File: src/rtl/rd_seq_ctrl.sv
// Read-sequence controller: device reset, settle wait, then RD_LEN read beats with registered capture.
// Phase lengths come from an external counter block; its counts are checked against the lengths for faults.
module rd_seq_ctrl #(
  parameter int RST_LEN  = 5,
  parameter int WAIT_LEN = 3,
  parameter int RD_LEN   = 5
) (
  input  logic       clk,
  input  logic       rst,
  input  logic       start,
  input  logic       abort,
  input  logic [3:0] rst_cnt,
  input  logic [3:0] wait_st2_cnt,
  input  logic [3:0] rd_st_cnt,
  input  logic [7:0] din,
  output logic       rst_cnt_en,
  output logic       wait_st2_cnt_en,
  output logic       rd_st_cnt_en,
  output logic       dev_rst,
  output logic       rd_en,
  output logic [7:0] dout,
  output logic       dout_vld,
  output logic       busy,
  output logic       done,
  output logic       err
);

  typedef enum logic [2:0] {
    S_IDLE     = 3'd0,
    S_RST      = 3'd1,
    S_WAIT_ST2 = 3'd2,
    S_RD       = 3'd3,
    S_DONE     = 3'd4
  } state_t;

  localparam logic [3:0] RST_LIM  = 4'(RST_LEN);
  localparam logic [3:0] WAIT_LIM = 4'(WAIT_LEN);
  localparam logic [3:0] RD_LIM   = 4'(RD_LEN);
  localparam logic [3:0] RST_TC   = 4'(RST_LEN - 1);
  localparam logic [3:0] WAIT_TC  = 4'(WAIT_LEN - 1);
  localparam logic [3:0] RD_TC    = 4'(RD_LEN - 1);

  state_t     state_q, state_d;
  logic [7:0] dout_q, dout_d;
  logic       dout_vld_q, dout_vld_d;
  logic       fault;

  always_ff @(posedge clk or posedge rst) begin
    if (rst) begin
      state_q    <= S_IDLE;
      dout_q     <= 8'h00;
      dout_vld_q <= 1'b0;
    end else begin
      state_q    <= state_d;
      dout_q     <= dout_d;
      dout_vld_q <= dout_vld_d;
    end
  end

  // A counter already past its phase length means the counter block is out of step with us.
  always_comb begin
    fault = 1'b0;
    case (state_q)
      S_RST:      fault = (rst_cnt >= RST_LIM);
      S_WAIT_ST2: fault = (wait_st2_cnt >= WAIT_LIM);
      S_RD:       fault = (rd_st_cnt >= RD_LIM);
      default:    fault = 1'b0;
    endcase
  end

  always_comb begin
    state_d = state_q;
    case (state_q)
      S_IDLE: begin
        if (start) state_d = S_RST;
      end
      S_RST: begin
        if (abort || fault)        state_d = S_IDLE;
        else if (rst_cnt == RST_TC) state_d = S_WAIT_ST2;
      end
      S_WAIT_ST2: begin
        if (abort || fault)              state_d = S_IDLE;
        else if (wait_st2_cnt == WAIT_TC) state_d = S_RD;
      end
      S_RD: begin
        if (abort || fault)         state_d = S_IDLE;
        else if (rd_st_cnt == RD_TC) state_d = S_DONE;
      end
      S_DONE:  state_d = S_IDLE;
      default: state_d = S_IDLE;
    endcase
  end

  always_comb begin
    rst_cnt_en      = 1'b0;
    wait_st2_cnt_en = 1'b0;
    rd_st_cnt_en    = 1'b0;
    dev_rst         = 1'b0;
    rd_en           = 1'b0;
    done            = 1'b0;
    busy            = (state_q != S_IDLE);
    err             = fault;
    case (state_q)
      S_RST: begin
        rst_cnt_en = 1'b1;
        dev_rst    = 1'b1;
      end
      S_WAIT_ST2: wait_st2_cnt_en = 1'b1;
      S_RD: begin
        rd_st_cnt_en = 1'b1;
        rd_en        = 1'b1;
      end
      S_DONE:  done = 1'b1;
      default: ;
    endcase
  end

  // Capture follows rd_en by one edge, so a beat issued just before an abort still lands.
  always_comb begin
    dout_vld_d = rd_en;
    dout_d     = rd_en ? din : dout_q;
  end

  assign dout     = dout_q;
  assign dout_vld = dout_vld_q;

endmodule

File: config.mk
export PLATFORM = sky130hd
export DESIGN_NAME = rd_seq_ctrl
export DESIGN_NICKNAME = d
export VERILOG_FILES = /design/src/rtl/rd_seq_ctrl.sv
export SDC_FILE = /design/constraint.sdc
export NUM_CORES = 1
export LEC_CHECK = 0
export CORE_AREA = 2 2 45 47
export CTS_BUF_LIST = sky130_fd_sc_hd__clkbuf_4 sky130_fd_sc_hd__clkbuf_8
export CTS_CLUSTER_SIZE = 40
export DETAILED_ROUTE_END_ITERATION = 12
export DIE_AREA = 0 0 47 49
export PLACE_DENSITY = 0.88
export SYNTH_ARGS = -nofsm -noshare
export SYNTH_HDL_FRONTEND = slang
export SYNTH_SLANG_ARGS = --single-unit
File: constraint.sdc
create_clock -name clk -period 3.4 [get_ports clk]
set_input_delay 0.85 -clock clk [delete_from_list [all_inputs] [get_ports clk]]
set_output_delay 0.85 -clock clk [all_outputs]
set_load 0.005 [all_outputs]
==> results of run 1 <==
==> flip-flops by register name, indices dropped and copies added (netlist names) <==
signal and cells:
dout_vld 1, dout 8, state_q 3
==> layout by cell type (no fill, tap or decap), types with 2 or more instances in the layout <==
cell	Yosys	routed
nor2_1	5	5
clkbuf_4	0	3
dfrtp_1	12	12
nand2_1	3	3
o21ai_0	3	3
mux2_4	8	8
clkdlybuf4s50_1	0	40
nor3_1	3	3
inv_2	2	2
==> metal layers <==
layer  vias to the layer above  global-route usage (%)
met5                         -                       0
met3                         4                    5.19
met1                       281                    19.4
met4                         0                    8.33
met2                        41                    23.7
li1                        288                       -
==> through the flow <==
step	instance area (sq um)	hold WS, ns	power [mW]	util [%]	setup WS, ns
6_report	1110	0.507	0.711	60.5	0.115
5_1_grt	1110	0.520	0.765	60.5	0.00650
4_1_cts	1110	0.512	0.722	60.5	0.105
3_5_place_dp	1080	0.491	0.607	58.5	0.120
3_3_place_gp	1080	0.489	0.596	58.5	0.127
2_1_floorplan	674	0.506	0.413	-	1.11
==> kinds of logic after synthesis <==
kind of cell / Yosys count / share of synthesized area [%]
AOI/OAI and AO/OA: 8 / 9.09
buffers and inverters: 7 / 6.31
DFF: 12 / 44.5
muxes: 9 / 19.3
and+or+nand+nor: 23 / 20.8
==> how the worst min path moves through the flow <==
stage	startpoint	end	slack, ns	depth (start not counted)
after floorplan	dout[0]$_DFFE_PP0P_	dout[0]$_DFFE_PP0P_	0.51	1
after global placement	dout[2]$_DFFE_PP0P_	dout[2]$_DFFE_PP0P_	0.49	1
after detailed placement	dout[6]$_DFFE_PP0P_	dout[6]$_DFFE_PP0P_	0.49	1
after CTS	dout[2]$_DFFE_PP0P_	dout[2]$_DFFE_PP0P_	0.51	1
after global routing	dout[6]$_DFFE_PP0P_	dout[6]$_DFFE_PP0P_	0.52	1
final	dout[2]$_DFFE_PP0P_	dout[2]$_DFFE_PP0P_	0.51	1
==> critical path: cells and delay by family <==
kind / cells / cell delay, ns
AO/OA/AOI/OAI: 1 / 0.27
buffers and inverters: 2 / 0.97
AND/OR/NAND/NOR: 3 / 0.35
==> cells in the mapped netlist (all sizes together) <==
cell type | instances | area, sq um
nand2b | 1 | 6.26
a21oi | 1 | 8.76
nor4b | 1 | 8.76
or4b | 1 | 13.8
buf | 4 | 31.3
mux2i | 1 | 10.0
a221oi | 1 | 15.0
or2 | 2 | 15.0
nor3b | 1 | 7.51
nand2 | 3 | 11.3
a211o | 1 | 8.76
a22o | 1 | 8.76
nand3 | 1 | 5.00
nor3 | 4 | 25.0
nor2 | 5 | 18.8
and2b | 1 | 10.0
inv | 3 | 11.3
nor2b | 1 | 6.26
mux2 | 8 | 120
and3 | 1 | 6.26
o21ai | 4 | 20.0
dfrtp | 12 | 300
nor4 | 1 | 6.26
==> power groups by stage <==
| stage | combinational (mW) | clock [mW] | sequential, mW |
|---|---|---|---|
| 3_5_place_dp | 0.359 | 0 | 0.248 |
| 4_1_cts | 0.363 | 0.114 | 0.246 |
| 6_report | 0.357 | 0.109 | 0.246 |
| 3_3_place_gp | 0.354 | 0 | 0.242 |
| 2_1_floorplan | 0.173 | 0 | 0.240 |
| 5_1_grt | 0.388 | 0.123 | 0.254 |
==> layout make-up <==
| type | count | area (sq um) |
|---|---|---|
| Timing Repair Buffer | 40 | 400 |
| Clock buffer | 4 | 36.3 |
| Sequential cell | 12 | 300 |
| Fill cell | 175 | 728 |
| Multi-Input combinational cell | 40 | 332 |
| Inverter | 3 | 11.3 |
| Tap cell | 27 | 33.8 |
==> results.sh, run 1 <==
export IMPL_wl_met1_um=656
export IMPL_clk_pin_slew_ns=0.07
export IMPL_area_growth_pct=65.1
export IMPL_critPathCapture="err"
export IMPL_io_buffer_count=40
export IMPL_netSwitchingPower_mw=0.195
export IMPL_crit_required_ns=2.55
export IMPL_clk_path_buf_depth=2
export IMPL_wl_met2_um=723
export IMPL_clk_latency_ns=0.27
export IMPL_min_period_ns=3.29
export IMPL_synth_area_sq_um=674
export IMPL_grt_pass1_wl_mm=2.59
export IMPL_hold_violations=0
export IMPL_rsz0062_at_grt="no"
export IMPL_dr_wl_met3_um=177
export IMPL_r2r_cells=3
export IMPL_dp_cells=122
export IMPL_drt_pass1_iter_count=4
export IMPL_reg2reg_to="dout[7]$_DFFE_PP0P_"
export IMPL_finalMaxSlewViolations=0
export IMPL_place_congestion=0.814
export IMPL_synthDistinctLibCells=29
export IMPL_p_int_mw=0.516
export IMPL_post_cts_buffers=0
export IMPL_switching_share_pct=27.4
export IMPL_status="finished clean"
export IMPL_max_cap_violations=0
export IMPL_synth_seq_area_share_pct=44.5
export IMPL_post_drt_wl_per_cell_um=12.6
export IMPL_r2r_slack_ns=1.73
export IMPL_fmax_ghz=0.304
export IMPL_vias_per_cell=4.87
export IMPL_start_util_pct=36.6
export IMPL_vdd_drop_max_v=0.000270
export IMPL_finalSetupTns_ns=0
export IMPL_grt_max_degree=13
export IMPL_worstMarginPinSlew_ns=0.541
export IMPL_worstPathArrival_ns=2.44
export IMPL_antenna_cells=0
export IMPL_critPathMaxStageDelay_ns=0.50
export IMPL_pwr_share_clk_pct=15.3
export IMPL_io_pins=41
export IMPL_skew_ns=0.00150
export IMPL_final_layout_size_suffix_gt1_share_pct=20.2
export IMPL_wirelength_mm=1.59
export IMPL_ys_warn_count=0
export IMPL_overflow=0
export IMPL_routed_via_count=614
export IMPL_synth_seq_cells=12
export IMPL_clockRootBuffer="clkbuf_4"
export IMPL_cts_resized_gates=0
export IMPL_leakage_nw=0.482
export IMPL_cts_max_level=1
export IMPL_seqPwrFrac_pct=34.5
export IMPL_power_per_cell_area_nw_per_um2=639
export IMPL_reg2reg_from="state_q[1]$_DFFE_PP0P_"
export IMPL_maxSlewHeadroom_pct=63.9
export IMPL_dp_hpwl_mm=1.28
export IMPL_dieArea_sq_um=2300
export IMPL_cp_max_fo=2
export IMPL_synth_net_count=83
export IMPL_grt_usage_pct=15.8
export IMPL_nets=124
export IMPL_critical_path_startpoint="rd_st_cnt[3]"
export IMPL_dieWidth_um=47
export IMPL_ant_nets=0
export IMPL_cts_buffers=3
export IMPL_stdcell_count=126
export IMPL_crit_chain="clkdlybuf4s50_1 > and2b_4 > a221oi_2 > nor2_1 > nor2_1 > clkdlybuf4s50_1"
export IMPL_pwr_share_comb_pct=50.2
export IMPL_fp_row_count=16
export IMPL_grt_antenna_before_repair=0
export IMPL_core_sq_um=1840
export IMPL_end_kind="output port"
export IMPL_die_y_um=49
export IMPL_fin_crit_sh_pct=96.6
export IMPL_drtIter0Drc=4
export IMPL_cp_start_kind="input port"
export IMPL_cts_num_sinks=12
export IMPL_grt_pass1_vias=582
export IMPL_min_path_type="reg2reg"
export IMPL_synth_area_per_cell_sq_um=11.4
export IMPL_setup_viol=0
export IMPL_cts_tree="done"
export IMPL_holdBufCountCts=0
export IMPL_drcViolationCount=0
export IMPL_crit_type="in2out"
export IMPL_top_layer_used="met4"
export IMPL_slowest_stage="clkdlybuf4s50_1"
export IMPL_synth_cells=59
Power figures use the tool's default switching activity.
==> run 2, diff against run 1 <==
Settings changed: ABC_AREA from default to 1, CORE_AREA 2 2 45 47 to 8 8 50 52, CTS_CLUSTER_DIAMETER from default to 80, DIE_AREA 0 0 47 49 to 0 0 58 60, PLACE_DENSITY 0.88 to 0.9.
==> results.sh, run 2 <==
export IMPL_status="finished clean"
export IMPL_power_per_cell_area_nw_per_um2=727
export IMPL_synth_most_common_cell="nand2_1"
export IMPL_synth_edf_count=0
export IMPL_synth_cells=87
export IMPL_cts_resized_gates=0
export IMPL_drcViolationCount=0
export IMPL_worstPathArrival_ns=2.26
export IMPL_min_from="dout[2]$_DFFE_PP0P_"
export IMPL_grt_max_degree=16
export IMPL_skew_ns=0.000378
export IMPL_power_mw=0.803
export IMPL_cp_start_kind="input port"
export IMPL_worstMarginPinSlew_ns=0.452
export IMPL_fin_crit_sh_pct=91.3
export IMPL_leakage_nw=0.520
export IMPL_antenna_cells=0
export IMPL_synthDistinctLibCells=20
export IMPL_final_core_util_pct=61.3
export IMPL_grt_antenna_before_repair=0
export IMPL_min_path_type="reg2reg"
export IMPL_placed_cell_area_sq_um=1070
export IMPL_final_common_cell="clkdlybuf4s50_1"
export IMPL_synth_area_sq_um=658
export IMPL_clockRootBuffer="clkbuf_4"
export IMPL_crit_chain="clkdlybuf4s50_1 > o21ai_0 > a21oi_1 > nor2_2 > inv_2 > clkdlybuf4s50_1"
export IMPL_post_drt_wl_per_cell_um=12.3
export IMPL_maxSlewHeadroom_pct=69.8
export IMPL_holdBufCountCts=0
export IMPL_fmax_ghz=0.322
export IMPL_grt_usage_pct=11.5
export IMPL_cp_max_fo=4
export IMPL_place_congestion=0.838
export IMPL_cts_max_level=1
export IMPL_crit_buf_inv=3
export IMPL_clk_pin_slew_ns=0.07
export IMPL_dp_hpwl_mm=1.53
export IMPL_synth_net_count=111
export IMPL_setup_slack_ns=0.295
export IMPL_synth_seq_cells=12
export IMPL_synth_area_leaders="dfrtp_1 (46%), nand2_1 (20%), nor3_2 (4.6%)"
export IMPL_vdd_drop_max_v=0.000394
export IMPL_slowest_stage="clkdlybuf4s50_1"
export IMPL_yosys_area_top_type="dfrtp_1"
export IMPL_rsz0062_at_grt="no"
export IMPL_dieArea_sq_um=3480
export IMPL_hold_violations=0
export IMPL_area_growth_pct=67.9
export IMPL_fp_row_count=16
export IMPL_dominantRegCellSynth="dfrtp_1"
export IMPL_critPathMaxStageDelay_ns=0.44
export IMPL_final_layout_size_suffix_gt1_share_pct=13.2
export IMPL_grt_pass1_vias=739
export IMPL_crit_required_ns=2.55
export IMPL_end_kind="output port"
export IMPL_cp_top_family="buffers and inverters"
export IMPL_drtIter0Drc=9
export IMPL_setup_viol=0
export IMPL_ys_warn_count=0
export IMPL_clk_latency_ns=0.27
export IMPL_finalSetupTns_ns=0
export IMPL_ys_top_cells_by_count="nand2_1 (35), dfrtp_1 (12), inv_1 (8)"
export IMPL_min_period_ns=3.11
export IMPL_async_reset_ff_share_pct=100
export IMPL_post_cts_buffers=0
export IMPL_dp_worst_setup_slack_ns=0.279
export IMPL_overflow=0
export IMPL_io_buffer_count=40
export IMPL_critical_path_startpoint="rst_cnt[1]"
export IMPL_reg2reg_from="state_q[0]$_DFFE_PP0P_"
export IMPL_nets=154
export IMPL_crit_type="in2out"
export IMPL_yosysTopAreaCellShare_pct=45.6
export IMPL_mostFrequentLayoutCells="clkdlybuf4s50_1 (40), nand2_1 (35), dfrtp_1 (12)"
export IMPL_path_common_cell="clkdlybuf4s50_1"
export IMPL_fin_area_sq_um=1100
export IMPL_grt_pass1_wl_mm=3.14
export IMPL_synth_area_per_cell_sq_um=7.56
export IMPL_core_sq_um=1800
export IMPL_drt_pass1_iter_count=4
export IMPL_die_y_um=60
export IMPL_start_util_pct=36.5
export IMPL_wirelength_mm=1.82
export IMPL_dieWidth_um=58
export IMPL_largest_reg_flops=8
export IMPL_vias_per_cell=4.69
export IMPL_finalMaxSlewViolations=0
export IMPL_clk_path_buf_depth=2
export IMPL_max_cap_violations=0
export IMPL_cts_num_sinks=12
export IMPL_routed_via_count=690
export IMPL_cts_buffers=3
export IMPL_io_pins=41
export IMPL_synth_seq_area_share_pct=45.6
export IMPL_cts_tree="done"
export IMPL_ant_nets=0
-- run 2: changes by cell type after synthesis, sizes merged, moves of 3 or more --
cell / previous run / this run
nand2: 3 / 37
mux2: 8 / 0
inv: 3 / 10
nand3: 1 / 4
nand4: 0 / 3
-- run 2: path summary, 6_finish.rpt --
| check | end | depth (start not counted) | slack [ns] |
|---|---|---|---|
| setup / recovery | err | 6 | 0.29 |
| hold / removal | dout[2]$_DFFE_PP0P_ | 2 | 0.48 |
| setup reg to reg | state_q[0]$_DFFE_PP0P_ | 11 | 1.83 |
| hold reg to reg | dout[2]$_DFFE_PP0P_ | 2 | 0.48 |
| max in group asynchronous | dout[6]$_DFFE_PP0P_ | 2 | 2.22 |
| min in group asynchronous | dout_vld$_DFF_PP0_ | 2 | 0.88 |
-- run 2: per-layer routing --
| metal | vias up | track usage, % | share of wire, % |
|---|---|---|---|
| li1 | 354 | - | - |
| met1 | 299 | 11.3 | 37 |
| met2 | 34 | 18.9 | 46 |
| met3 | 3 | 7.10 | 15 |
| met4 | 0 | 5.24 | 1.5 |
| met5 | - | 0 | 0 |
-- run 2: cell families (layout without fill, tap and decap cells) --
group           count (synthesis)  after routing  share of synthesized area, %
compound gates                  6              6                          4.94
buf+inv                        13             55                          8.74
flops                          12             12                          45.6
simple gates                   56             56                          40.7
-- run 2: stage by stage --
| stage | cells | hold WS [ns] |
|---|---|---|
| 3_3_place_gp | 143 | 0.453 |
| 2_1_floorplan | 87 | 0.465 |
| 3_5_place_dp | 143 | 0.461 |
| 6_report | 147 | 0.478 |
| 5_1_grt | 147 | 0.507 |
| 4_1_cts | 147 | 0.479 |
-- run 2: area by class of cell --
cell class	instances	area (sq um)
clock buffers	4	36.3
fillers	154	697
inverters	10	37.5
multi-input cells	62	300
flip-flops and latches	12	300
well taps	18	22.5
repair buffers	41	408
-- run 2: worst reg2reg max path: cells and delay by family (launching register included) --
kind	cells	cell delay, ns
buffers and inverters	2	0.26
DFF	1	0.43
and+or+nand+nor	9	0.76
-- run 2: where the power goes --
part	switching, mW	total, mW	internal, mW
registers	0.0376	0.243	0.205
logic	0.201	0.449	0.248
clock network	0.0465	0.112	0.0651
total	0.285	0.803	0.518
